### config.mk
export PLATFORM = sky130hd
export DESIGN_NAME = pipe_hazard_ctrl
export DESIGN_NICKNAME = d
export VERILOG_FILES = /design/src/rtl/pipe_hazard_ctrl_pkg.sv /design/src/rtl/pipe_hazard_ctrl_md.sv /design/src/rtl/pipe_hazard_ctrl.sv
export SDC_FILE = /design/constraint.sdc
export NUM_CORES = 1
export LEC_CHECK = 0
export ABC_AREA = 1
export CORE_ASPECT_RATIO = 1.4
export CORE_MARGIN = 3
export CORE_UTILIZATION = 30
export DETAILED_ROUTE_END_ITERATION = 16
export GPL_ROUTABILITY_DRIVEN = 0
export PLACE_DENSITY = 0.81
export SLEW_MARGIN = 20
export SYNTH_ARGS = -nofsm -noshare
export SYNTH_HDL_FRONTEND = slang
export SYNTH_SLANG_ARGS = --single-unit
### constraint.sdc
create_clock -name clk -period 5.65 [get_ports clk]
set_clock_uncertainty 0.1 [all_clocks]
set_input_delay 1.4125 -clock clk [delete_from_list [all_inputs] [get_ports clk]]
set_output_delay 1.4125 -clock clk [all_outputs]
set_load 0.02 [all_outputs]
### src/rtl/pipe_hazard_ctrl_pkg.sv
// Shared constants and types for the pipeline stall/flush controller.
// Stage indices, exception vector, ERET code and md handshake states.
package pipe_hazard_ctrl_pkg;

    localparam int STG_IF      = 0;
    localparam int STG_ID      = 1;
    localparam int STG_EX      = 2;
    localparam int STG_MEM     = 3;
    localparam int N_STAGE_DEF = 5;

    localparam logic [31:0] EXC_VEC_DEF = 32'hBFC00380;
    localparam logic [31:0] EXC_ERET    = 32'h0000000E;

    typedef enum logic [1:0] {
        MD_IDLE = 2'd0,
        MD_BUSY = 2'd1,
        MD_DONE = 2'd2
    } md_state_e;

endpackage

### src/rtl/pipe_hazard_ctrl_md.sv
// Start/busy/cancel handshake towards the multi-cycle mult/div unit.
// The op sitting in EX is held until the unit reports a result.
module md_handshake_fsm
    import pipe_hazard_ctrl_pkg::*;
(
    input  logic clk,
    input  logic resetn,
    input  logic md_op,
    input  logic md_ready,
    input  logic acc,
    input  logic stall_fwd,
    output logic md_start,
    output logic md_cancel,
    output logic md_busy
);

    md_state_e state_q;
    md_state_e state_d;

    always_ff @(posedge clk or negedge resetn) begin
        if (!resetn) begin
            state_q <= MD_IDLE;
        end else begin
            state_q <= state_d;
        end
    end

    always_comb begin
        state_d   = state_q;
        md_start  = 1'b0;
        md_cancel = 1'b0;
        md_busy   = 1'b0;
        unique case (state_q)
            MD_IDLE: begin
                // resetn gate keeps the start pulse quiet while reset is held
                if (resetn && md_op && !acc && !stall_fwd) begin
                    md_start = 1'b1;
                    md_busy  = 1'b1;
                    state_d  = MD_BUSY;
                end
            end
            MD_BUSY: begin
                if (acc) begin
                    md_cancel = 1'b1;
                    state_d   = MD_IDLE;
                end else if (md_ready) begin
                    state_d = MD_DONE;
                end else begin
                    md_busy = 1'b1;
                end
            end
            MD_DONE: begin
                md_cancel = acc;
                state_d   = MD_IDLE;
            end
            default: begin
                state_d = MD_IDLE;
            end
        endcase
    end

endmodule

### src/rtl/pipe_hazard_ctrl.sv
// Stall/flush controller for the in-order pipeline: interlocks, md handshake
// and exception/ERET redirect with a registered target PC.
module pipe_hazard_ctrl
    import pipe_hazard_ctrl_pkg::*;
#(
    parameter int          N_STAGE   = N_STAGE_DEF,
    parameter int          EX_STAGE  = STG_EX,
    parameter int          MEM_STAGE = STG_MEM,
    parameter int          LOAD_LAT  = 1,
    parameter int          REG_AW    = 5,
    parameter logic [31:0] EXC_VEC   = EXC_VEC_DEF
) (
    input  logic               clk,
    input  logic               resetn,
    input  logic [N_STAGE-1:0] stall_req,
    input  logic [REG_AW-1:0]  id_rs,
    input  logic [REG_AW-1:0]  id_rt,
    input  logic               id_branch_stall,
    input  logic               ex_rmem,
    input  logic [REG_AW-1:0]  ex_rt,
    input  logic               mem_rmem,
    input  logic [REG_AW-1:0]  mem_rt,
    input  logic               md_op,
    input  logic               md_ready,
    output logic               md_start,
    output logic               md_cancel,
    input  logic [31:0]        mem_excepttype,
    input  logic [31:0]        mem_cp0_epc,
    output logic [N_STAGE-1:0] stall,
    output logic [N_STAGE-1:0] flush,
    output logic               newpc_valid,
    output logic [31:0]        newpc
);

    logic               ex_hit;
    logic               mem_hit;
    logic               lu;
    logic               md_busy;
    logic               acc;
    logic               stall_mem_base;
    logic               stall_fwd;
    logic [N_STAGE-1:0] req_base;
    logic [N_STAGE-1:0] req;
    logic [N_STAGE-1:0] stall_c;
    logic [N_STAGE-1:0] bub_c;

    logic        newpc_valid_q;
    logic        newpc_valid_d;
    logic [31:0] newpc_q;
    logic [31:0] newpc_d;

    assign ex_hit = ex_rmem && (ex_rt != '0)
                    && ((ex_rt == id_rs) || (ex_rt == id_rt));
    assign mem_hit = (LOAD_LAT == 2) && mem_rmem && (mem_rt != '0)
                     && ((mem_rt == id_rs) || (mem_rt == id_rt));
    assign lu = ex_hit || mem_hit;

    always_comb begin
        req_base         = stall_req;
        req_base[STG_ID] = stall_req[STG_ID] | lu | id_branch_stall;
    end

    always_comb begin
        req           = req_base;
        req[EX_STAGE] = req_base[EX_STAGE] | md_busy;
    end

    // Stages above EX never see md_busy, so these break the md/stall loop
    assign stall_mem_base = |req_base[N_STAGE-1:MEM_STAGE];
    assign stall_fwd      = |req_base[N_STAGE-1:EX_STAGE+1];

    assign acc = resetn && (mem_excepttype != '0) && !stall_mem_base;

    for (genvar j = 0; j < N_STAGE; j++) begin : g_stage
        assign stall_c[j] = |req[N_STAGE-1:j];
        if (j == 0) begin : g_if
            assign bub_c[j] = 1'b0;
        end else begin : g_up
            assign bub_c[j] = req[j-1] & ~stall_c[j];
        end
    end

    md_handshake_fsm u_md (
        .clk       (clk),
        .resetn    (resetn),
        .md_op     (md_op),
        .md_ready  (md_ready),
        .acc       (acc),
        .stall_fwd (stall_fwd),
        .md_start  (md_start),
        .md_cancel (md_cancel),
        .md_busy   (md_busy)
    );

    always_comb begin
        newpc_valid_d = acc;
        newpc_d       = newpc_q;
        if (acc) begin
            newpc_d = (mem_excepttype == EXC_ERET) ? mem_cp0_epc : EXC_VEC;
        end
    end

    always_ff @(posedge clk or negedge resetn) begin
        if (!resetn) begin
            newpc_valid_q <= 1'b0;
            newpc_q       <= '0;
        end else begin
            newpc_valid_q <= newpc_valid_d;
            newpc_q       <= newpc_d;
        end
    end

    always_comb begin
        stall = '0;
        flush = '1;
        if (resetn && !acc) begin
            stall         = stall_c;
            flush         = bub_c;
            flush[STG_IF] = bub_c[STG_IF] | newpc_valid_q;
        end
    end

    assign newpc_valid = newpc_valid_q;
    assign newpc       = newpc_q;

endmodule
# Yosys cells after proc, flatten, opt, wreduce, memory -nomap -nowiden
# Cells that the tools add are included.
word_totals:
  register_bits: 35
  latch_bits: 0
  input_bits: 96
  out_inout_bits: 45
  n_memories: 0
  mem_bits_ro: 0
  word_cells: 54
  mem_bits_rw: 0
op_classes:
  n_lt_le_gt_ge: 0
  n_eq_ne: 7
  reduce_logical: 19
  n_div: 0
  n_mul: 0
  n_shift: 0
  bitwise: 11
  add_sub_neg: 0
  mux: 14
op_table:
  columns: ["op", "count"]
  rows:
  - ["== test 32 x 4 -> 1 bit (second input constant)", 1]
  - ["two-way mux 32 bit", 1]
  - ["nonzero test 32 bit", 1]
  - ["== test 5 bit", 2]
  - ["two-way mux 5 bit", 2]
  - ["logical AND 1 bit", 8]
  - ["two-way mux 2 bit", 3]
  - ["two-way mux 1 bit", 5]
  - ["nonzero test 5 bit", 1]
  - ["OR reduction 5 bit", 1]
  - ["AND 1 bit", 4]
  - ["inverter 1 bit", 4]
  - ["one-hot mux 1 bit (2 select lines)", 2]
  - ["one-hot mux 2 bit (2 select lines)", 1]
  - ["OR reduction 4 bit", 1]
  - ["!= test 3 bit (second input constant)", 1]
  - ["bitwise OR 1 bit", 3]
  - ["OR reduction 3 bit", 1]
  - ["== test 2 x 1 -> 1 bit (second input constant)", 1]
  - ["== test 2 bit (second input constant)", 1]
  - ["zero test 1 bit", 2]
  - ["zero test 2 bit", 1]
  - ["!= test 2 x 1 -> 1 bit (second input constant)", 1]
  - ["AND reduction 2 bit", 1]
  - ["2 further kinds", 2]

# Longest topological paths before layout
logic_depth:
  ltp_word: 13
  ltp_mapped: 12

# Modules after synthesis
# A second synthesis with hierarchy kept.
hier_totals:
  hier_cells: 282
  hier_area_um2: 2001.9
by_module_without_submodules:
  columns: ["module", "cells_per_inst", "seq_area_each_um2", "instances", "area_per_inst_um2"]
  rows:
  - ["pipe_hazard_ctrl", 255, 825.8, 1, 1830.5]
  - ["md_handshake_fsm", 27, 50.0, 1, 171.4]

# Worst setup path after synthesis
# Ideal clock, no wire load.
synth_timing:
  path_kind: "input -> output"
  from: "input port stall_req[3]"
  to: "output port flush[2]"
  path_slack_ps: 1562
  path_buffers: 0
  required_time_ps: 4138
  t_arrival_ps: 2575
  cell_stages: 8
  cell_sequence: "nor2_1 nand2_1 o21bai_4 nand3_1 nand3_1 nand2_1 inv_1 nor2_1"
synth_between:
  elab_chain_len: 13
  elab_cells_between_ends: 15
  cone_classes: "4 x mux; 3 x bitwise; 8 x reduce/logical"
synth_lines:
  columns: ["item", "line_no", "rtl"]
  rows:
  - ["from (decl)", "pipe_hazard_ctrl.sv:15", "input logic [N_STAGE-1:0] stall_req,"]
  - ["OR reduction 2 bit", "pipe_hazard_ctrl.sv:69, pipe_hazard_ctrl.sv:70", null]
  - ["zero test 1 bit", "pipe_hazard_ctrl_md.sv:36, pipe_hazard_ctrl.sv:72", null]
  - ["logical AND 1 bit", "pipe_hazard_ctrl.sv:72", "assign acc = resetn && (mem_excepttype != '0) && !stall_mem_base;"]
  - ["zero test 1 bit", "pipe_hazard_ctrl_md.sv:36, pipe_hazard_ctrl.sv:116", null]
  - ["logical AND 1 bit (2 in a row)", "pipe_hazard_ctrl_md.sv:36", "if (resetn && md_op && !acc && !stall_fwd) begin"]
  - ["two-way mux 1 bit", "pipe_hazard_ctrl_md.sv:36", null]
  - ["one-hot mux 1 bit (2 select lines)", "pipe_hazard_ctrl_md.sv:33", "unique case (state_q)"]
  - ["bitwise OR 1 bit", "pipe_hazard_ctrl.sv:65", "req[EX_STAGE] = req_base[EX_STAGE] | md_busy;"]
  - ["OR reduction 3 bit", "pipe_hazard_ctrl.sv:75", "assign stall_c[j] = |req[N_STAGE-1:j];"]
  - ["inverter 1 bit", "pipe_hazard_ctrl.sv:79", "assign bub_c[j] = req[j-1] & ~stall_c[j];"]
  - ["AND 1 bit", "pipe_hazard_ctrl.sv:79", null]
  - ["two-way mux 5 bit (*)", "pipe_hazard_ctrl.sv:116", "if (resetn && !acc) begin"]
  - ["to (decl)", "pipe_hazard_ctrl.sv:30", "output logic [N_STAGE-1:0] flush,"]
# Every way passes the cells marked *; elsewhere a longest branch is shown, timed or not.

# Worst setup path in the final report
# Ends and elaborated chain as after synthesis.

==> flow_summary.ini <==
[status]
status = complete, no violations

[place]
dp_hpwl_um = 4532
dp.cells = 415
placedInstanceArea_sq_um = 3187
io_buffers = 134

[cells_and_area]
final_area_sq_um = 3268
nets = 452
fillers = 519
area_growth_pct = 84.33
stdcell_count = 423
antenna_cells = 0
drive_gt1_frac = 0.04789

[sta]
setup_viol = 0
period_share = 0.9079
whs_ns = 0.4032
slew_violations = 0
worst_pin_slew_ns = 0.4525
hold_violations = 0
clock.fmax_ghz = 0.1950
layout_min_cycle_time_ns = 5.129
tns_ns = 0
rsz0062_at_grt = no
slew_headroom = 0.6983

[setup_path]
cp_cell_sequence = clkdlybuf4s50_1 -> nor2_1 -> nand2_1 -> o21bai_4 -> inv_2 -> nor2_4 -> inv_2 -> nor2_1 -> nor2_1 -> clkdlybuf4s50_1
worst_path_most_repeated_cell = nor2_1
slowest_delay_ns = 0.61
crit_fanout = 14
cp.arrival_ns = 3.62
crit_slowest_cell = clkdlybuf4s50_1
critPathKind = in -> out
crit_path_start_kind = input pin
cp-end-kind = output port
required_ns = 4.14

[drt]
num_vias = 1944
routedWlPerCell_um = 13.48
drt_iter0_markers = 17
vias_per_cell = 4.596
routed_wl_um = 5700
route.detailed.drc = 0
drtPass1Iterations = 4
antenna_left = 0

[synth]
synth_seq_cells = 35
synthCells = 216
synth_cell_types = 21
ys.warnings.count = 0
syn_area_sq_um = 1773
synth_area_per_cell_sq_um = 8.208
ys_seq_area_frac = 0.4940
synth_edf_count = 0
synth_nets = 314
async_reset_ff_frac = 1.000
synth_top_flop_cell = dfrtp_1

[floorplanning]
fp.dieH_um = 96.96
pin_count = 141
dieArea_sq_um = 6881
die_w_um = 70.97
rows = 32
placeableCoreArea_sq_um = 5605
initial_core_util = 0.3163

[global_route]
grt_max_degree = 37
first_global_vias = 1999
grt_pass1_wl_um = 9384
grt_usage = 0.1668
grt_overflow = 0
antenna_found_initial = 0

[pwr]
p_leak_nw = 1.416
power_mw = 0.5360
vdd_ir_drop_max_mv = 0.1521
powerDensity_nw_per_um2 = 164.0

[clock_network]
cts_htree_levels = 2
postCtsSetupRepairBufs = 0
clockRootBuffer = clkbuf_8
clock_latency_ns = 0.27
cts_tree = built
cts_resized = 0
clk_pin_slew_ns = 0.06
cts_inserted_buffers = 5
postCtsHoldBufs = 0
clockBufferDepth = 2
cts.sinks = 35

[flow_run]
maxCapViolations = 0

[worst_hold_path]
worstHoldPathType = reg -> reg
-- critical path: cells and delay by family --
| kind | cells | cell delay (ns) |
|---|---|---|
| AO/OA/AOI/OAI | 1 | 0.21 |
| buffers and inverters | 4 | 1.36 |
| AND/OR/NAND/NOR | 5 | 0.63 |
-- power breakdown --
part | leakage (nW) | switching (mW) | internal (mW)
registers | 0.426 | 0.000244 | 0.251
logic | 0.948 | 0.0412 | 0.0729
clock network | 0.0422 | 0.0842 | 0.0865
-- cells in the mapped netlist, types with 2 or more instances --
library cell | count | share of area
inv_1 | 16 | 0.034
dfrtp_1 | 35 | 0.49
nor2_1 | 77 | 0.16
xor2_1 | 6 | 0.030
a22o_1 | 21 | 0.10
nand2_1 | 31 | 0.066
nand3_1 | 6 | 0.017
inv_2 | 3 | 0.0064
buf_2 | 6 | 0.017
ha_1 | 2 | 0.014
o21ai_0 | 2 | 0.0056
xnor2_1 | 2 | 0.0099
-- cell usage in the layout, fill, tap and decap left out, types with 2 or more instances in the layout --
cell,netlist,layout
nand2_1,31,31
inv_1,16,16
ha_1,2,2
nor2_1,77,77
nand3_1,6,6
o21ai_0,2,2
dfrtp_1,35,35
clkdlybuf4s50_1,0,133
xor2_1,6,6
a22o_1,21,21
clkbuf_1,0,2
clkbuf_8,0,5
inv_2,3,3
buf_4,0,3
xnor2_1,2,2
-- sequential cells by signal (all words and copies together), names as in the netlist --
signal,cells
u_md.state_q,2
newpc,32
newpc_valid,1
-- logic make-up after synthesis --
| family | after synthesis | share of synthesized area |
|---|---|---|
| and+or+nand+nor | 121 | 0.2724 |
| adders and majority gates | 2 | 0.01411 |
| AOI/OAI and AO/OA | 25 | 0.1228 |
| DFF | 35 | 0.4940 |
| xor gates and xnor gates | 8 | 0.03952 |
| buffers and inverters | 25 | 0.05716 |
-- path summary, 6_finish.rpt --
check                                       startpoint                           to  slack, ns  cells after the start
hold / removal                   newpc[18]$_DFFE_PN0P_        newpc[18]$_DFFE_PN0P_       0.40                      1
max in group asynchronous                       resetn        newpc[15]$_DFFE_PN0P_       4.04                      2
min in group asynchronous                       resetn        newpc[20]$_DFFE_PN0P_       1.10                      2
setup reg to reg           u_md.state_q[0]$_DFFE_PN0P_  u_md.state_q[0]$_DFFE_PN0P_       4.35                      4
setup / recovery                          stall_req[3]                     flush[2]       0.52                     10
hold reg to reg                  newpc[18]$_DFFE_PN0P_        newpc[18]$_DFFE_PN0P_       0.40                      1
-- per-stage QoR --
step / utilization / setup slack, ns
after global placement: 0.5685 / 0.5259
after global routing: 0.5830 / 0.3478
after floorplan: - / 1.562
after detailed placement: 0.5685 / 0.4735
final: 0.5830 / 0.5206
after CTS: 0.5830 / 0.4701
-- per-layer routing --
metal | global-route usage | vias to the layer above | wire, um
met5 | 0 | - | 0
met4 | 0.05355 | 0 | 90
met1 | 0.1788 | 889 | 2196
met2 | 0.3088 | 86 | 2969
met3 | 0.04470 | 9 | 443
li1 | - | 960 | -
-- area by class of cell --
type | instances | area, sq um | share of cell area
well taps | 68 | 85.08 | 0.02603
clock inverters | 1 | 5.005 | 0.001531
clock buffers | 7 | 76.32 | 0.02335
multi-input cells | 156 | 795.8 | 0.2435
repair buffers | 137 | 1359 | 0.4158
flip-flops and latches | 35 | 875.8 | 0.2680
inverters | 19 | 71.32 | 0.02182
Power figures use the tool's default switching activity.
